[src/rtl/freq_meter_param.sv]
// Reciprocal-style frequency meter: gate on test edges, divide, convert to BCD, scan a 7-seg display.
// Optional FREQ_METER_HOLD_EN adds a hold input that freezes the published result.
module freq_meter_param #(
  parameter int CLK_STAND_FREQ = 100_000_000,
  parameter int GATE_CYCLES    = 75_000_000,
  parameter int DIGITS         = 4,
  parameter int SCAN_DIV       = 65536,
  parameter int CNT_W          = 32
) (
  input  logic              clk_stand,
  input  logic              rst,
  input  logic              sig_test,
`ifdef FREQ_METER_HOLD_EN
  input  logic              hold,
`endif
  output logic [CNT_W-1:0]  freq,
  output logic              freq_valid,
  output logic              overflow,
  output logic [DIGITS-1:0] dig,
  output logic [6:0]        seg
);

  localparam int TO_W   = $clog2(2*GATE_CYCLES + 1);
  localparam int BW     = $clog2(CNT_W + 1);
  localparam int SCAN_W = (SCAN_DIV > 1) ? $clog2(SCAN_DIV) : 1;
  localparam int IDX_W  = (DIGITS > 1) ? $clog2(DIGITS) : 1;
  localparam int BCD_W  = 4*DIGITS;

  localparam logic [TO_W-1:0]    TO_LAST  = TO_W'(2*GATE_CYCLES - 1);
  localparam logic [BW-1:0]      BIT_LAST = BW'(CNT_W - 1);
  localparam logic [CNT_W-1:0]   N_MAX    = '1;
  localparam logic [CNT_W-1:0]   GATE_C   = CNT_W'(GATE_CYCLES);
  localparam logic [2*CNT_W-1:0] FREQ_C   = (2*CNT_W)'(CLK_STAND_FREQ);
  localparam logic [63:0]        DISP_MAX = 64'(10**DIGITS) - 64'd1;

  typedef enum logic [2:0] {IDLE, ARM, GATE, DIV, BCD} state_t;

  state_t state, state_nxt;

  logic s0, s1, s2, test_edge;
  logic [TO_W-1:0]    tcnt;
  logic [CNT_W-1:0]   n_std, n_test, n_std_inc, n_test_inc;
  logic [BW-1:0]      bcnt;
  logic [CNT_W-1:0]   rem, lo, quo, q, bin;
  logic               sat;
  logic [2*CNT_W-1:0] prod;
  logic [CNT_W:0]     rem_sh, dvs;
  logic               qbit;
  logic [CNT_W-1:0]   rem_nxt;
  logic [BCD_W-1:0]   bcd, bcd_adj, bcd_nxt, disp;
  logic               close, tmo, bcd_done, pub_en;

  logic [SCAN_W-1:0]  scan_cnt;
  logic [IDX_W-1:0]   idx;
  logic [DIGITS-1:0]  blank;
  logic [3:0]         cur;

`ifdef FREQ_METER_HOLD_EN
  assign pub_en = ~hold;
`else
  assign pub_en = 1'b1;
`endif

  // Synchronizer is left out of reset so a reset never fabricates an edge.
  always_ff @(posedge clk_stand) begin
    s0        <= sig_test;
    s1        <= s0;
    s2        <= s1;
    test_edge <= s1 & ~s2;
  end

  assign n_std_inc  = n_std + CNT_W'(1);
  assign n_test_inc = n_test + CNT_W'(1);
  assign prod       = FREQ_C * {{CNT_W{1'b0}}, n_test_inc};

  always_ff @(posedge clk_stand) begin
    if (rst) state <= IDLE;
    else     state <= state_nxt;
  end

  always_comb begin
    state_nxt = state;
    close     = 1'b0;
    tmo       = 1'b0;
    bcd_done  = 1'b0;
    case (state)
      IDLE: state_nxt = ARM;
      ARM: begin
        if (test_edge) state_nxt = GATE;
        else if (tcnt == TO_LAST) begin
          tmo       = 1'b1;
          state_nxt = IDLE;
        end
      end
      GATE: begin
        if (test_edge && n_std >= GATE_C) begin
          close     = 1'b1;
          state_nxt = DIV;
        end else if (tcnt == TO_LAST || n_std == N_MAX) begin
          tmo       = 1'b1;
          state_nxt = IDLE;
        end
      end
      DIV: if (bcnt == BIT_LAST) state_nxt = BCD;
      BCD: begin
        if (bcnt == BIT_LAST) begin
          bcd_done  = 1'b1;
          state_nxt = IDLE;
        end
      end
      default: state_nxt = IDLE;
    endcase
  end

  // Restoring division step; remainder stays below the divisor unless saturated.
  always_comb begin
    rem_sh  = {rem, lo[CNT_W-1]};
    dvs     = {1'b0, n_std};
    qbit    = (rem_sh >= dvs);
    rem_nxt = qbit ? CNT_W'(rem_sh - dvs) : rem_sh[CNT_W-1:0];
  end

  always_comb begin
    bcd_adj = bcd;
    for (int i = 0; i < DIGITS; i++)
      if (bcd[4*i +: 4] >= 4'd5) bcd_adj[4*i +: 4] = bcd[4*i +: 4] + 4'd3;
    bcd_nxt = {bcd_adj[BCD_W-2:0], bin[CNT_W-1]};
  end

  always_ff @(posedge clk_stand) begin
    if (rst) begin
      tcnt   <= '0;
      n_std  <= '0;
      n_test <= '0;
      bcnt   <= '0;
      rem    <= '0;
      lo     <= '0;
      quo    <= '0;
      q      <= '0;
      bin    <= '0;
      sat    <= 1'b0;
      bcd    <= '0;
    end else begin
      case (state)
        IDLE: begin
          tcnt   <= '0;
          n_std  <= '0;
          n_test <= '0;
          bcnt   <= '0;
        end
        ARM: begin
          tcnt   <= test_edge ? '0 : tcnt + TO_W'(1);
          n_std  <= '0;
          n_test <= '0;
        end
        GATE: begin
          tcnt  <= tcnt + TO_W'(1);
          n_std <= n_std_inc;
          if (test_edge) n_test <= n_test_inc;
          if (close) begin
            rem  <= prod[2*CNT_W-1:CNT_W];
            lo   <= prod[CNT_W-1:0];
            sat  <= (prod[2*CNT_W-1:CNT_W] >= n_std_inc);
            bcnt <= '0;
          end
        end
        DIV: begin
          rem <= rem_nxt;
          lo  <= lo << 1;
          quo <= {quo[CNT_W-2:0], qbit};
          if (bcnt == BIT_LAST) begin
            q    <= sat ? N_MAX : {quo[CNT_W-2:0], qbit};
            bin  <= sat ? N_MAX : {quo[CNT_W-2:0], qbit};
            bcd  <= '0;
            bcnt <= '0;
          end else begin
            bcnt <= bcnt + BW'(1);
          end
        end
        BCD: begin
          bin  <= bin << 1;
          bcd  <= bcd_nxt;
          bcnt <= bcnt + BW'(1);
        end
        default: ;
      endcase
    end
  end

  always_ff @(posedge clk_stand) begin
    if (rst) begin
      freq       <= '0;
      freq_valid <= 1'b0;
      overflow   <= 1'b0;
      disp       <= '0;
    end else begin
      freq_valid <= 1'b0;
      if (pub_en && tmo) begin
        freq       <= '0;
        overflow   <= 1'b0;
        disp       <= '0;
        freq_valid <= 1'b1;
      end else if (pub_en && bcd_done) begin
        freq       <= q;
        overflow   <= (64'(q) > DISP_MAX);
        disp       <= bcd_nxt;
        freq_valid <= 1'b1;
      end
    end
  end

  always_ff @(posedge clk_stand) begin
    if (rst) begin
      scan_cnt <= '0;
      idx      <= '0;
    end else if (scan_cnt == SCAN_W'(SCAN_DIV - 1)) begin
      scan_cnt <= '0;
      idx      <= (idx == IDX_W'(DIGITS - 1)) ? '0 : idx + IDX_W'(1);
    end else begin
      scan_cnt <= scan_cnt + SCAN_W'(1);
    end
  end

  function automatic logic [6:0] enc(input logic [3:0] d);
    case (d)
      4'd0:    enc = 7'h40;
      4'd1:    enc = 7'h79;
      4'd2:    enc = 7'h24;
      4'd3:    enc = 7'h30;
      4'd4:    enc = 7'h19;
      4'd5:    enc = 7'h12;
      4'd6:    enc = 7'h02;
      4'd7:    enc = 7'h78;
      4'd8:    enc = 7'h00;
      4'd9:    enc = 7'h10;
      default: enc = 7'h7F;
    endcase
  endfunction

  // A digit is blank when it and every more significant digit are zero.
  always_comb begin
    logic lead;
    lead  = 1'b1;
    blank = '0;
    for (int i = DIGITS - 1; i >= 1; i--) begin
      if (disp[4*i +: 4] != 4'd0) lead = 1'b0;
      blank[i] = lead;
    end
  end

  assign cur = disp[4*int'(idx) +: 4];
  assign dig = ~(DIGITS'(1) << idx);

  always_comb begin
    if (overflow)                seg = 7'h3F;
    else if (blank[int'(idx)])   seg = 7'h7F;
    else                         seg = enc(cur);
  end

endmodule

[config.mk]
export PLATFORM = sky130hd
export DESIGN_NAME = freq_meter_param
export DESIGN_NICKNAME = d
export VERILOG_FILES = /design/src/rtl/freq_meter_param.sv
export SDC_FILE = /design/constraint.sdc
export NUM_CORES = 2
export LEC_CHECK = 0
export CORE_MARGIN = 4
export CORE_UTILIZATION = 40
export CTS_CLUSTER_DIAMETER = 60
export DETAILED_ROUTE_END_ITERATION = 10
export GPL_ROUTABILITY_DRIVEN = 0
export GPL_TIMING_DRIVEN = 1
export MAX_ROUTING_LAYER = met4
export REMOVE_ABC_BUFFERS = 1
export SLEW_MARGIN = 20
export SYNTH_ARGS = -nofsm -noshare
export SYNTH_HDL_FRONTEND = slang
export SYNTH_SLANG_ARGS = --single-unit
export TNS_END_PERCENT = 100
[constraint.sdc]
create_clock -name clk_stand -period 11.9 [get_ports clk_stand]
set_input_delay 1.785 -clock clk_stand [delete_from_list [all_inputs] [get_ports clk_stand]]
set_output_delay 1.785 -clock clk_stand [all_outputs]
set_load 0.02 [all_outputs]
== Word level (Yosys, flattened, before mapping) ==
Memory sizes are Yosys's and may differ from the RTL's.
Cells that the tools add are included.
W data, S select, Z words.

* Memory bits (read-only): 112
* Logic and storage cells: 133
* Memories: 1
* Output and inout port bits: 45
* Register bits after elaboration: 349
* Input bits: 3

* Multipliers: 1
* Add/sub/neg operators: 11
* Equality and inequality tests: 15
* Bitwise operators: 3
* Mux-type cells: 48
* Reduce and logical (&&, ||, !) cells: 21
* Shift operators: 2
* Order comparisons: 9

{| class="wikitable"
|+ Memory list
! name !! depth !! bits a word !! rd ports !! clocked after memory_dff !! wr ports !! line !! source
|-
| (name not given) || 16 || 7 || 1 || 0 || 0 || 225 || <nowiki>case (d)</nowiki>
|}

{| class="wikitable"
|+ Operators with widths
! cell !! count
|-
| $pmux W32 S2 || 5
|-
| $mux W32 || 6
|-
| $pmux W28 S3 || 1
|-
| $add A32 B1 Y32 const B || 2
|-
| $mul A19 B32 Y51 const A || 1
|-
| $ge A33 B32 Y1 || 1
|-
| $eq A32 B32 Y1 const B || 1
|-
| $ge A27 B32 Y1 || 1
|-
| $ge A32 B27 Y1 const B || 1
|-
| $gt A32 B14 Y1 const B || 1
|-
| $pmux W16 S2 || 1
|-
| $sub A32 B32 Y32 || 1
|-
| $add A28 B1 Y28 const B || 1
|-
| $eq A28 B28 Y1 const B || 1
|-
| $mux W28 || 1
|-
| $pmux W6 S4 || 1
|-
| $mux W3 || 7
|-
| $add A16 B1 Y16 const B || 1
|-
| $eq A16 B16 Y1 const B || 1
|-
| $ge A4 B3 Y1 const B || 4
|-
| $mux W16 || 1
|-
| $reduce_bool A4 Y1 || 4
|-
| $shiftx A16 B5 Y4 || 1
|-
| $pmux W3 S5 || 1
|-
| other kinds (31) || 64
|}

== Longest topological paths before layout ==
* Depth in word-level cells: 8
* Mapped depth: 39
* Mapped depth without buffers: 38

== Worst setup path before layout ==
No wires, ideal clock.

* Path kind: register -> register
* Start point: reg n_test[1]
* End point: reg sat
* Library setup time: 117 ps
* Setup slack: 2950 ps
* Arrival time: 8833 ps
* Data required time: 11783 ps
* Cell stages (with the launch flop): 36
* Period minus slack after synthesis: 8950 ps
* Buffers on the path: 1
* Cell sequence: dfxtp_1 ha_1 nand4_1 nor3_2 and3_1 and3_1 and2_1 nand2_1 xnor2_1 ha_1 fa_1 fa_1 fa_1 fa_1 inv_1 fa_1 inv_1 ha_1 clkbuf_1 a21o_1 a21o_1 a21oi_1 o21ai_0 a311o_1 nand2_1 a31oi_1 a221oi_1 xnor2_1 ha_1 nand4_1 nor2_1 nand4_1 o2111ai_1 a31oi_1 o31ai_1 a32o_2

* Cells in the longest elaborated chain, start to end: 3

{| class="wikitable"
|+ RTL lines
! element !! line !! source
|-
| from (decl) || 42 || <nowiki>logic [CNT_W-1:0] n_std, n_test, n_std_inc, n_test_inc;</nowiki>
|-
| from (signal assigned) || 159 || <nowiki>if (test_edge) n_test <= n_test_inc;</nowiki>
|-
| $add A32 B1 Y32 || 73 || <nowiki>assign n_test_inc = n_test + CNT_W'(1);</nowiki>
|-
| $mul A19 B32 Y51 || 74 || <nowiki>assign prod = FREQ_C * {{CNT_W{1'b0}}, n_test_inc};</nowiki>
|-
| $ge A27 B32 Y1 || 163 || <nowiki>sat <= (prod[2*CNT_W-1:CNT_W] >= n_std_inc);</nowiki>
|-
| to (signal assigned) || 163 ||
|-
| to (decl) || 45 || <nowiki>logic sat;</nowiki>
|}

No other way between the ends.
A chain may end at the register's enable or synchronous reset.

== Final worst setup path ==
* Start point: reg n_test[0]
* End point: reg sat

The elaborated chain is that of the path after synthesis.

==> results.toml <==
[placement]
port_buffers = 47
dp_cells = 4419
dp_hpwl_um = 58300

[drt]
top_layer_used = "met4"
dr_wl_met3_um = 4210
drc = 0
vias_per_cell = 5.28
wire_per_inst_um = 17.1
wl_met2_um = 34500
drt_iter0_markers = 1727
num_vias = 23800
ant_nets = 0
drtPass1Iterations = 5
wl_met1_um = 36500
routed_wl_um = 76700

[pwr]
ir_drop_mv = 0.127
p_leak_nw = 14.9
pwr_density_cell_nw_per_um2 = 82.4

[synth]
yosysMostFrequentCell = "inv_1"
synth_common_cells = "inv_1, nand2_1, dfxtp_1, nor2_1, a21oi_1"
async_flop_share_pct = 0
syn_avg_cell_area_um2 = 8.33
syn-instance-count = 3523
ys.flop_type = "dfxtp_1"
yosysTopAreaCell = "dfxtp_1"
ys_ff_latch = 341
yosys.area.top_type_share_pct = 23.2
yosys_warnings = 0
synth_area_um2 = 29400
synth-edff-count = 0
seq_area_frac_synth_pct = 23.2
synth.distinct_cells = 86
synth_area_leaders = "dfxtp_1, fa_1, ha_1"

[finish]
syn2layout_area_growth_pct = 9.89
drive_gt1_share_pct = 4.63
postLayoutCoreUtil_pct = 44.3
nets = 4041
n_antenna_cell = 0
layout.cells.non_filler = 4500

[run]
cap_violations = 0

[setup_path]
cpMaxStageDelayCell = "xor2_1"
critPathCaptureType = "flop"
worst_path_most_repeated_cell = "fa_1"
crit_type = "reg -> reg"
cp-start-kind = "flop"
ff2ff_setup_slack_ns = 1.82
slowest_delay_ns = 0.88
critPathMaxFanout = 9
cp.arrival_ns = 10.55
critPathRequiredTime_ns = 12.37

[sta]
setup_tns_ns = 0
rsz0062_at_grt = "no"
drv_slew = 0
tightestPinTransition_ns = 1.11
hold_viol_final = 0
finalCritPeriodShare_pct = 84.7
relSlewSlack_pct = 25.9
clock_skew_ns = 0.0207
setup_viol = 0
fin_crit_ns = 10.08
fmax_mhz = 99.2

[clock_tree]
cts_buffers = 43
clk_pin_slew_ns = 0.06
root_buffer = "clkbuf_16"
postCtsSetupBuffers = 0
ctsHoldBuffers = 0
clk_latency_ns = 0.58
clock_path_buffers = 3
htree_levels = 2
cts_tree = "built"
cts.sinks = 341
cts_resized = 0

[global_route]
grt-ovfl-total = 0
grt_pass1_vias = 23200
grt_max_degree = 171
grt_pass1_wl_um = 126000
antenna_found_initial = 1
grt_util_all_layers_pct = 20.4

[run_status]
status = "finished, final reports clean"

[floorplanning]
rows = 99
die_w_um = 279
coreArea_um2 = 72800
start_util_pct = 40.3
die-area_um2 = 77800
ioPinCount = 48
die_y_um = 279

[worst_hold_path]
min_path_type = "reg -> reg"
report_power, final:
part,total [mW],leakage [nW],internal (mW),switching [mW]
Sequential,1.15,2.75,1.15,0.00493
Combinational,0.163,11.4,0.0611,0.102
Clock,1.34,0.726,0.797,0.547
critical path, delay by kind of cell (launching register included):
family          cells  cell delay (ns)
compound gates     11             2.46
xor+xnor            2             1.07
fa+ha+maj           8             3.63
buf+inv             2             0.11
flops               1             0.46
simple gates       11             2.26
cells in the final DEF (no fill, tap or decap), drive strengths merged, types with 15 or more instances in the layout:
cell           instances
a211oi                27
a21o                  71
a21oi                274
a221oi                21
a22oi                 36
a31oi                 56
and2                  20
and3                  37
buf                   34
clkbuf                56
clkdlybuf4s50         46
clkinv                15
dfxtp                341
fa                   262
ha                   270
inv                  484
mux2i                 21
nand2                432
nand2b                18
nand3                 71
nand4                 28
nor2                 277
nor2b                 18
nor3                  60
nor4                  16
o21a                  15
o21ai                155
or3                   16
xnor2                123
xor2                  88
layout make-up:
class                      count  area (µm²)
timing repair buffer          81         749
fill                        7356       40600
tap                          959        1200
clock buffer                  55        1170
inverter                     479        1800
sequential                   341        6830
clock inverter                25         290
multi-input combinational   2560       20200
flip-flops by register name, summed over array words and instances, names as in the netlist:
| name | flops |
|---|---|
| quo | 31 |
| tcnt | 28 |
| n_test | 32 |
| overflow | 1 |
| s2 | 1 |
| s1 | 1 |
| freq | 32 |
| bcnt | 6 |
| bcd | 16 |
| state | 3 |
| sat | 1 |
| q | 32 |
| bin | 32 |
| idx | 2 |
| s0 | 1 |
| disp | 16 |
| n_std | 32 |
| test_edge | 1 |
| rem | 32 |
| scan_cnt | 16 |
| freq_valid | 1 |
| lo | 24 |
cells by family after synthesis:
kind of cell	Yosys count	share of synthesized area (%)
AOI/OAI and AO/OA	749	15.6
xor gates and xnor gates	211	6.32
adders and majority gates	534	29.4
buffers and inverters	622	8.10
DFF	341	23.2
muxes	35	1.37
and+or+nand+nor	1031	15.9
path summary, 6_finish.rpt:
kind                            startpoint  cells past startpoint  end
worst min-delay path                    s1                      0   s2
worst max-delay path             n_test[0]                     34  sat
worst min register to register          s1                      0   s2
worst max register to register   n_test[0]                     34  sat
metrics by stage:
step / hold WS (ns) / power [mW] / worst slack (ns) / cell area, µm²
after CTS: 0.334 / 2.69 / 1.91 / 32200
after floorplan: 0.310 / 1.29 / 3.01 / 28800
final: 0.338 / 2.66 / 1.82 / 32300
after global routing: 0.357 / 2.76 / 1.23 / 32300
after detailed placement: 0.334 / 1.34 / 1.95 / 30800
after global placement: 0.330 / 1.34 / 2.12 / 30800
per-layer routing:
metal  vias to the layer above  track usage, %
li1                      11700               -
met1                     11400            28.7
met2                       563            31.4
met3                        94            2.74
met4                         0            4.61
met5                         -               -
Note: power is estimated with default switching activity, not from simulation.
